===== config.mk =====
export PLATFORM = sky130hd
export DESIGN_NAME = ws2812_tx
export DESIGN_NICKNAME = d
export VERILOG_FILES = /design/src/rtl/ws2812_pkg.sv /design/src/rtl/ws2812_fifo.sv /design/src/rtl/ws2812_tx.sv
export SDC_FILE = /design/constraint.sdc
export NUM_CORES = 1
export LEC_CHECK = 0
export ABC_AREA = 0
export CAP_MARGIN = 10
export CORE_UTILIZATION = 56
export CTS_BUF_LIST = sky130_fd_sc_hd__clkbuf_4 sky130_fd_sc_hd__clkbuf_8 sky130_fd_sc_hd__clkbuf_16
export DETAILED_ROUTE_END_ITERATION = 7
export PLACE_DENSITY = 0.75
export SYNTH_ARGS = -nofsm -noshare
export SYNTH_HDL_FRONTEND = slang
export SYNTH_HIERARCHICAL = 1
export SYNTH_SLANG_ARGS = --single-unit

===== constraint.sdc =====
create_clock -name clk_sb -period 4.7 [get_ports clk_sb]
set_clock_uncertainty 0.2 [all_clocks]
set_input_delay 0.94 -clock clk_sb [delete_from_list [all_inputs] [get_ports clk_sb]]
set_output_delay 0.94 -clock clk_sb [all_outputs]
set_load 0.02 [all_outputs]

===== src/rtl/ws2812_pkg.sv =====
// ============================================================================
// Module : ws2812_pkg
// Shared types and defaults for the WS2812 transmitter.
// Rev    : 1.0  initial release
// ============================================================================
`default_nettype none

package ws2812_pkg;

  localparam int PIXEL_W = 24;

  localparam int DEF_T0H_CYC    = 16;
  localparam int DEF_T1H_CYC    = 34;
  localparam int DEF_TBIT_CYC   = 60;
  localparam int DEF_TRST_CYC   = 14400;
  localparam int DEF_FIFO_DEPTH = 16;

  // Status word byte lanes: {ovf_cnt, fifo_level, frame_cnt}
  localparam int STAT_FRM_LSB = 0;
  localparam int STAT_LVL_LSB = 8;
  localparam int STAT_OVF_LSB = 16;

  typedef enum logic [2:0] {
    ST_IDLE  = 3'd0,
    ST_LOAD  = 3'd1,
    ST_HIGH  = 3'd2,
    ST_LOW   = 3'd3,
    ST_LATCH = 3'd4
  } state_t;

endpackage

`default_nettype wire


===== src/rtl/ws2812_fifo.sv =====
// ============================================================================
// Module : ws2812_fifo
// Show-ahead synchronous FIFO; a full FIFO accepts a push only alongside a pop.
// Rev    : 1.0  initial release
// ============================================================================
`default_nettype none

module ws2812_fifo #(
  parameter int WIDTH = 24,
  parameter int DEPTH = 16
) (
  input  logic                    clk_sb,
  input  logic                    reset_n,
  input  logic                    push,
  input  logic [WIDTH-1:0]        wdata,
  input  logic                    pop,
  output logic [WIDTH-1:0]        rdata,
  output logic                    full,
  output logic                    empty,
  output logic [$clog2(DEPTH):0]  level
);

  localparam int AW = $clog2(DEPTH);
  localparam logic [AW:0] C_FULL_LVL = (AW+1)'(DEPTH);

  logic [WIDTH-1:0] r_mem [DEPTH];
  logic [AW-1:0]    r_wr_ptr;
  logic [AW-1:0]    r_rd_ptr;
  logic [AW:0]      r_level;
  logic             w_do_push;
  logic             w_do_pop;

  assign empty     = (r_level == '0);
  assign full      = (r_level == C_FULL_LVL);
  assign w_do_pop  = pop & ~empty;
  assign w_do_push = push & (~full | w_do_pop);
  assign rdata     = r_mem[r_rd_ptr];
  assign level     = r_level;

  always_ff @(posedge clk_sb) begin
    if (w_do_push) r_mem[r_wr_ptr] <= wdata;
  end

  always_ff @(posedge clk_sb or negedge reset_n) begin
    if (!reset_n) begin
      r_wr_ptr <= '0;
      r_rd_ptr <= '0;
      r_level  <= '0;
    end else begin
      if (w_do_push) r_wr_ptr <= r_wr_ptr + AW'(1);
      if (w_do_pop)  r_rd_ptr <= r_rd_ptr + AW'(1);
      case ({w_do_push, w_do_pop})
        2'b10:   r_level <= r_level + (AW+1)'(1);
        2'b01:   r_level <= r_level - (AW+1)'(1);
        default: r_level <= r_level;
      endcase
    end
  end

endmodule

`default_nettype wire


===== src/rtl/ws2812_tx.sv =====
// ============================================================================
// Module : ws2812_tx
// Buffers GRB pixel words and serialises them onto a WS2812 line with a latch
// gap after each frame. Optional status readback: define STATUS_READBACK_EN.
// Rev    : 1.0  initial release
// ============================================================================
`default_nettype none

module ws2812_tx
  import ws2812_pkg::*;
#(
  parameter int T0H_CYC    = DEF_T0H_CYC,
  parameter int T1H_CYC    = DEF_T1H_CYC,
  parameter int TBIT_CYC   = DEF_TBIT_CYC,
  parameter int TRST_CYC   = DEF_TRST_CYC,
  parameter int FIFO_DEPTH = DEF_FIFO_DEPTH
) (
  input  logic                          clk_sb,
  input  logic                          reset_n,
  input  logic                          rx_valid,
  input  logic [PIXEL_W-1:0]            rx_data,
  output logic                          led_dout,
  output logic                          busy,
  output logic [$clog2(FIFO_DEPTH):0]   fifo_level,
  output logic                          overflow
`ifdef STATUS_READBACK_EN
  ,
  output logic                          status_tx,
  output logic [PIXEL_W-1:0]            status_data
`endif
);

  localparam int CW = $clog2(TRST_CYC + 1);
  localparam logic [CW-1:0] C_T0H_LAST  = CW'(T0H_CYC - 1);
  localparam logic [CW-1:0] C_T1H_LAST  = CW'(T1H_CYC - 1);
  localparam logic [CW-1:0] C_TBIT_LAST = CW'(TBIT_CYC - 1);
  localparam logic [CW-1:0] C_TRST_LAST = CW'(TRST_CYC - 1);

  state_t               r_state;
  state_t               w_state_next;
  logic                 r_rx_prev;
  logic [CW-1:0]        r_cnt;
  logic [PIXEL_W-1:0]   r_shreg;
  logic [4:0]           r_bit_idx;
  logic                 r_led;
  logic                 r_overflow;

  logic                 w_push;
  logic                 w_pop;
  logic                 w_full;
  logic                 w_empty;
  logic                 w_drop;
  logic [PIXEL_W-1:0]   w_fifo_rdata;
  logic [CW-1:0]        w_th_last;
  logic                 w_bit_end;
  logic                 w_frame_done;

  assign w_push    = rx_valid & ~r_rx_prev;
  assign w_drop    = w_push & w_full & ~w_pop;
  assign w_th_last = r_shreg[PIXEL_W-1] ? C_T1H_LAST : C_T0H_LAST;
  assign w_bit_end = (r_state == ST_LOW) && (r_cnt == C_TBIT_LAST);
  assign led_dout  = r_led;
  assign overflow  = r_overflow;

  ws2812_fifo #(
    .WIDTH (PIXEL_W),
    .DEPTH (FIFO_DEPTH)
  ) u_fifo (
    .clk_sb  (clk_sb),
    .reset_n (reset_n),
    .push    (w_push),
    .wdata   (rx_data),
    .pop     (w_pop),
    .rdata   (w_fifo_rdata),
    .full    (w_full),
    .empty   (w_empty),
    .level   (fifo_level)
  );

  always_ff @(posedge clk_sb or negedge reset_n) begin
    if (!reset_n) r_state <= ST_IDLE;
    else          r_state <= w_state_next;
  end

  always_comb begin
    w_state_next = r_state;
    case (r_state)
      ST_IDLE:  if (!w_empty) w_state_next = ST_LOAD;
      ST_LOAD:  w_state_next = ST_HIGH;
      ST_HIGH:  if (r_cnt == w_th_last) w_state_next = ST_LOW;
      ST_LOW: begin
        if (w_bit_end) begin
          if (r_bit_idx != 5'd0 || !w_empty) w_state_next = ST_HIGH;
          else                               w_state_next = ST_LATCH;
        end
      end
      ST_LATCH: if (r_cnt == C_TRST_LAST) w_state_next = ST_IDLE;
      default:  w_state_next = ST_IDLE;
    endcase
  end

  // The reload on the final LOW cycle replaces LOAD so back-to-back words keep bit spacing.
  always_comb begin
    w_pop        = 1'b0;
    w_frame_done = 1'b0;
    busy         = (r_state != ST_IDLE);
    if (r_state == ST_LOAD) w_pop = 1'b1;
    if (w_bit_end && r_bit_idx == 5'd0) begin
      w_pop        = ~w_empty;
      w_frame_done = w_empty;
    end
  end

  always_ff @(posedge clk_sb or negedge reset_n) begin
    if (!reset_n) begin
      r_rx_prev  <= 1'b0;
      r_cnt      <= '0;
      r_shreg    <= '0;
      r_bit_idx  <= '0;
      r_led      <= 1'b0;
      r_overflow <= 1'b0;
    end else begin
      r_rx_prev  <= rx_valid;
      r_overflow <= w_drop;
      r_led      <= (w_state_next == ST_HIGH);
      // HIGH->LOW keeps counting so the bit total is measured from its start.
      if (r_state == ST_IDLE ||
          (w_state_next != r_state && w_state_next != ST_LOW))
        r_cnt <= '0;
      else
        r_cnt <= r_cnt + CW'(1);
      if (w_pop) begin
        r_shreg   <= w_fifo_rdata;
        r_bit_idx <= 5'(PIXEL_W - 1);
      end else if (w_bit_end) begin
        r_shreg   <= {r_shreg[PIXEL_W-2:0], 1'b0};
        r_bit_idx <= r_bit_idx - 5'd1;
      end
    end
  end

`ifdef STATUS_READBACK_EN
  logic [7:0] r_ovf_cnt;
  logic [7:0] r_frame_cnt;
  logic       r_push_d;

  // The strobe trails the push by one cycle so the registered word already reflects it.
  always_ff @(posedge clk_sb or negedge reset_n) begin
    if (!reset_n) begin
      r_ovf_cnt   <= '0;
      r_frame_cnt <= '0;
      r_push_d    <= 1'b0;
      status_tx   <= 1'b0;
      status_data <= '0;
    end else begin
      if (w_drop && r_ovf_cnt != 8'hFF) r_ovf_cnt <= r_ovf_cnt + 8'd1;
      if (w_frame_done) r_frame_cnt <= r_frame_cnt + 8'd1;
      r_push_d  <= w_push;
      status_tx <= r_push_d;
      status_data[STAT_OVF_LSB +: 8] <= r_ovf_cnt;
      status_data[STAT_LVL_LSB +: 8] <= 8'(fifo_level);
      status_data[STAT_FRM_LSB +: 8] <= r_frame_cnt;
    end
  end
`endif

endmodule

`default_nettype wire


==> results.cfg, run 1 <==
[status]
outcome = completed

[routing]
route.final.wire_length_um = 35670
drtAntennaViolNets = 0
drc_errors = 0
drt_iter0_drc = 822
vias = 8887
drt_pass1_iterations = 5
post_drt_wl_per_cell_um = 25.37
avgViaCountPerCell = 6.321

[global_routing]
grt_pass1_wl_um = 54590
grt_max_degree = 56
grt_pass1_vias = 9251
antenna_found_initial = 1
grt.total_usage = 0.2261
grt-ovfl-total = 0

[clock_network]
cts_buffers = 44
cts.sinks = 446
cts_tree = yes
clkLatencyLatePin_ns = 0.56
cts_root_buf = clkbuf_16
hold_buffers = 0
h-tree-depth = 2
clkTransAtPathRegs_ns = 0.06
cts_resized = 0
post_cts_buffers = 0
clk_path_buf_depth = 3

[place]
gp_congestion = 0.8424
portBuffers = 34
hpwl_um = 20020

[critical_path]
cpLargestDelayFamily = simple AND/OR/NAND/NOR gates
cp_common_cell = inv_1
endpoint_kind = flip-flop
max_stage_delay_ns = 0.48
crit_fanout = 15
crit_path_top_delay_cell = nor2_4
worstSetupPathType = reg -> reg
worstPathRequired_ns = 4.72
crit_chain = inv_1 > ha_1 > nor4b_1 > nor2b_1 > a21oi_2 > inv_1 > nand3b_1 > nand2b_1 > nor2_4 > buf_4
critPathBufInv = 3
cp-start-kind = flip-flop
critPathArrivalTime_ns = 3.78

[timing]
holdWs_ns = 0.3321
clock.fmax_mhz = 265.4
finalHoldViolations = 0
maxSlewHeadroom = 0.3788
period_needed_ns = 3.768
period_share = 0.8017
rsz0062_at_grt = false
finalSetupTns_ns = 0
maxSlewViolCount = 0
worst_slew_pin_slew_ns = 0.9317
setup_violations = 0

[pwr]
power_density_mw_per_mm2 = 442.8
irDropWorstVdd_mv = 0.3505
p_leak_nw = 6.854

[logic_synthesis]
synth_top_area_cell = edfxtp_1
syn_nets = 950
synthCells = 911
yosysSeqAreaShare = 0.7346
syn_area_mm2 = 0.01781
synth_edf_count = 384
yosys.area.top_type_share = 0.6475
async_flop_share = 0.1390
syn_area_per_cell_um2 = 19.55
yosys-top-cells-area = edfxtp_1, mux4_2, dfrtp_1
ys_seq_elements = 446
synth_cell_types = 60
synth.yosys.warnings = 6
synth_ff_type = edfxtp_1

[final_layout]
layout_commonest_cell = edfxtp_1
multi_input_area_mm2 = 0.004551
fin_nets = 1013
nFillCells = 2023
syn_to_final_growth_pct = 14.02
register_area_mm2 = 0.01309
final_cell_mix = edfxtp_1, mux4_2, dfrtp_1
drive_gt1_frac = 0.2683
antenna_cells = 0

[floorplan]
die_area_mm2 = 0.03252
core-area_mm2 = 0.03091
die_y_um = 180.3
fp-row-count = 64
ioPinCount = 35
die_w_um = 180.3
start_util = 0.5761

[worst_hold_path]
hold_class = in -> async

[flow_run]
maxCapViolCount = 0
[cells in the mapped netlist, drive strengths merged (12+ instances only)]
cell type and number:
clkbuf 23, nand3 12, or3 26, buf 25, a22oi 48, o221a 23
nand2 43, mux4 96, xor2 13, nor2 37, edfxtp 384, dfrtp 62
[stage by stage]
step	instances	area [µm²]	util	setup WS, ns	total power, mW
3_5_place_dp	1324	18780	0.6077	1.054	5.424
2_1_floorplan	911	17810	-	0.09205	5.092
3_3_place_gp	1324	18780	0.6077	1.141	5.398
6_report	1406	20300	0.6569	0.9319	8.991
5_1_grt	1406	20300	0.6569	0.6911	9.259
4_1_cts	1406	20300	0.6569	0.9649	9.049
[layer usage]
layer	track usage	part of all wire
met2	0.3696	0.50
met3	0.03032	0.059
met5	0	0
met4	0.06667	0.022
met1	0.3226	0.42
[final cells by class]
cell class,instances,share of cell area
clock buffer,50,0.05731
clock inverter,32,0.01762
inverter,11,0.002034
multi-input combinational,406,0.2241
sequential,446,0.6447
tap,396,0.02440
timing repair buffer,65,0.02982
[worst paths after layout]
kind | cells after the start | from | slack (ns) | to
max | 10 | r_bit_idx[0] | 0.93 | u_fifo/r_mem[2][5]
min | 1 | reset_n | 0.33 | r_cnt[10]
max reg2reg | 10 | r_bit_idx[0] | 0.93 | u_fifo/r_mem[2][5]
min reg2reg | 2 | r_bit_idx[1] | 0.34 | r_bit_idx[1]
max in group asynchronous | 2 | reset_n | 3.14 | u_fifo/r_wr_ptr[2]
min in group clk_sb | 2 | r_bit_idx[1] | 0.34 | r_bit_idx[1]
[cells by family (layout without fill, tap and decap cells)]
logic type                 count (synthesis)  in the layout  share of synthesized area
AOI/OAI and AO/OA                         98             98                    0.05227
buffers and inverters                     59            158                    0.01749
adders and majority gates                 12             12                   0.008853
and+or+nand+nor                          172            172                    0.05115
xor gates and xnor gates                  24             24                    0.01180
muxes                                    100            100                     0.1238
DFF                                      446            446                     0.7346
[flip-flops by register name, summed over array words and instances (netlist names)]
name and cells:
u_fifo/r_mem 384, r_shreg 24, r_cnt 14, r_bit_idx 5
u_fifo/level 5, u_fifo/r_rd_ptr 4, u_fifo/r_wr_ptr 4, r_state 3
led_dout 1, overflow 1, r_rx_prev 1
[power breakdown]
group          switching, mW  leakage [nW]  internal [mW]
logic                  0.442          1.91          0.278
registers              0.112          4.19           4.52
clock network           1.46         0.757           2.18
total                   2.01          6.85           6.98
(Power assumes the default switching activity.)
==> inputs of run 2 (changes only) <==
Settings changed: CORE_UTILIZATION 56 to 60, PLACE_DENSITY 0.75 to 0.76.
Clock period 4.7 ns to 3.5 ns, I/O delays scaled along.
==> run 2 against run 1 <==
Net effect: the flow now finishes with violations (hold timing); non-clock buffer count increased by 20; power grew 34%; first-iteration DRC count up 3.8%; routed wire length is 4.8% higher; combinational power up 43%; worst setup slack got worse by 0.73 ns; sequential share of layout area fell by 0.68 points; sequential power grew 35%; flip-flop and latch count unchanged; final cell count up 0.50%; die area is 6.6% lower; largest cell class unchanged.
==> results.cfg, run 2 (synthesis gave the netlist of run 1 again) <==
[clock_network]
cts_buffers = 44
clk_path_buf_depth = 3
cts_root_buf = clkbuf_16
clkLatencyLatePin_ns = 0.55
hold_buffers = 0
post_cts_buffers = 0
cts_resized = 0
cts.sinks = 446
cts_tree = yes
clkTransAtPathRegs_ns = 0.06
h-tree-depth = 2

[pwr]
p_total_mw = 12.04
pwr-share-seq = 0.520
irDropWorstVdd_mv = 0.4688
p_leak_nw = 6.970
switching_power_mw = 2.754
switching_share = 0.2288
p_int_mw = 9.283
clkPwrFrac = 0.395
power_density_mw_per_mm2 = 586.5
combPwrFrac = 0.085

[final_layout]
layout_commonest_cell = edfxtp_1
multi_input_area_mm2 = 0.004584
largestRegisters = u_fifo/r_mem (384), r_shreg (24), r_cnt (14)
drive_gt1_frac = 0.2879
register_area_mm2 = 0.01309
fin_area_mm2 = 0.02052
fin_nets = 1033
largest_reg_flops = 384
syn_to_final_growth_pct = 15.24
regMostFlops = u_fifo/r_mem
nFillCells = 1692
final_cell_mix = edfxtp_1, mux4_2, dfrtp_1
instances_no_fill = 1413

[critical_path]
critPathArrivalTime_ns = 3.34
critPathLaunch = r_cnt[0]
endpoint_kind = flip-flop
worstPathRequired_ns = 3.54
cp-start-kind = flip-flop
r2r_slack_ns = 0.20
worstSetupPathType = reg -> reg
rr_endpoint = u_fifo/r_mem[9][22]
worstReg2RegStart = r_cnt[0]
crit_fanout = 18
crit_end = u_fifo/r_mem[9][22]
reg2reg_depth = 9

[floorplan]
core-area_mm2 = 0.02894
start_util = 0.6155
die_w_um = 174.3
die_y_um = 174.3
fp-row-count = 62
die_area_mm2 = 0.03037
ioPinCount = 35

[timing]
holdWs_ns = -0.008897
worst_slew_pin_slew_ns = 1.012
finalSetupTns_ns = 0
maxSlewViolCount = 0
fin_ws_ns = 0.1993
setup_violations = 0
maxSlewHeadroom = 0.3256
period_share = 0.9431
period_needed_ns = 3.301
rsz0062_at_grt = true
finalHoldViolations = 6
clock.fmax_mhz = 303.0

[routing]
vias = 9259
post_drt_wl_per_cell_um = 26.46
drc_errors = 0
route.final.wire_length_um = 37390
drt_iter0_drc = 853
avgViaCountPerCell = 6.553
drt_pass1_iterations = 5
drtAntennaViolNets = 0

[flow_run]
maxCapViolCount = 0

[global_routing]
antenna_found_initial = 1
grt-ovfl-total = 0
grt_pass1_wl_um = 57280
grt_pass1_vias = 9487
grt.total_usage = 0.2572
grt_max_degree = 56

[place]
gp_congestion = 0.7760
dp_slack_ns = 0.1080
hpwl_um = 21790
placed_area_mm2 = 0.01903
portBuffers = 34
numPlacedInstances = 1332

[status]
failed_checks = hold timing
outcome = complete, but fails checks

[worst_hold_path]
hold_class = in -> async
run 2: through the flow:
step | util | hold WS [ns]
finish | 0.7092 | -0.008897
global route | 0.7092 | 0.04384
CTS | 0.7089 | 0.01113
detailed placement | 0.6577 | 0.3218
global placement | 0.6577 | 0.3039
floorplan | - | 0.2044
run 2: worst max-delay path, stage by stage, from the launching register on:
cell	delay (ns)
dfrtp_1	0.43
ha_1	0.23
and4_1	0.26
and4_1	0.25
a21oi_2	0.08
inv_2	0.13
nand3b_1	0.29
nand2_1	0.47
nor2_4	0.41
buf_12	0.22
run 2: routing by layer:
layer,global-route usage,vias to the layer above,share of wire
li1,-,3903,-
met3,0.04571,97,0.067
met2,0.4065,397,0.48
met5,0,-,0
met1,0.3619,4862,0.41
met4,0.1016,0,0.036
run 2: how the worst min path moves through the flow:
| stage | from | endpoint | slack (ns) | cells after the start |
|---|---|---|---|---|
| final | reset_n | r_cnt[12] | -0.009 | 1 |
| after global routing | reset_n | r_cnt[12] | 0.04 | 1 |
| after floorplan | reset_n | led_dout | 0.20 | 0 |
| after CTS | reset_n | r_cnt[12] | 0.01 | 1 |
| after detailed placement | r_bit_idx[1] | r_bit_idx[1] | 0.32 | 2 |
| after global placement | r_bit_idx[1] | r_bit_idx[1] | 0.30 | 2 |
run 2: power by group through the flow:
stage / clock, mW / combinational, mW / sequential (mW)
finish: 4.76 / 1.03 / 6.25
global route: 5.03 / 1.10 / 6.27
CTS: 4.83 / 1.03 / 6.25
detailed placement: 0 / 1.02 / 6.35
global placement: 0 / 0.998 / 6.34
floorplan: 0 / 0.538 / 6.31
run 2: cell type report:
type | count | share of cell area
sequential | 446 | 0.6379
multi-input combinational | 406 | 0.2234
clock buffer | 57 | 0.06213
timing repair buffer | 85 | 0.04109
tap | 384 | 0.02341
clock inverter | 23 | 0.009999
inverter | 11 | 0.002012
antenna | 1 | 0.0001219
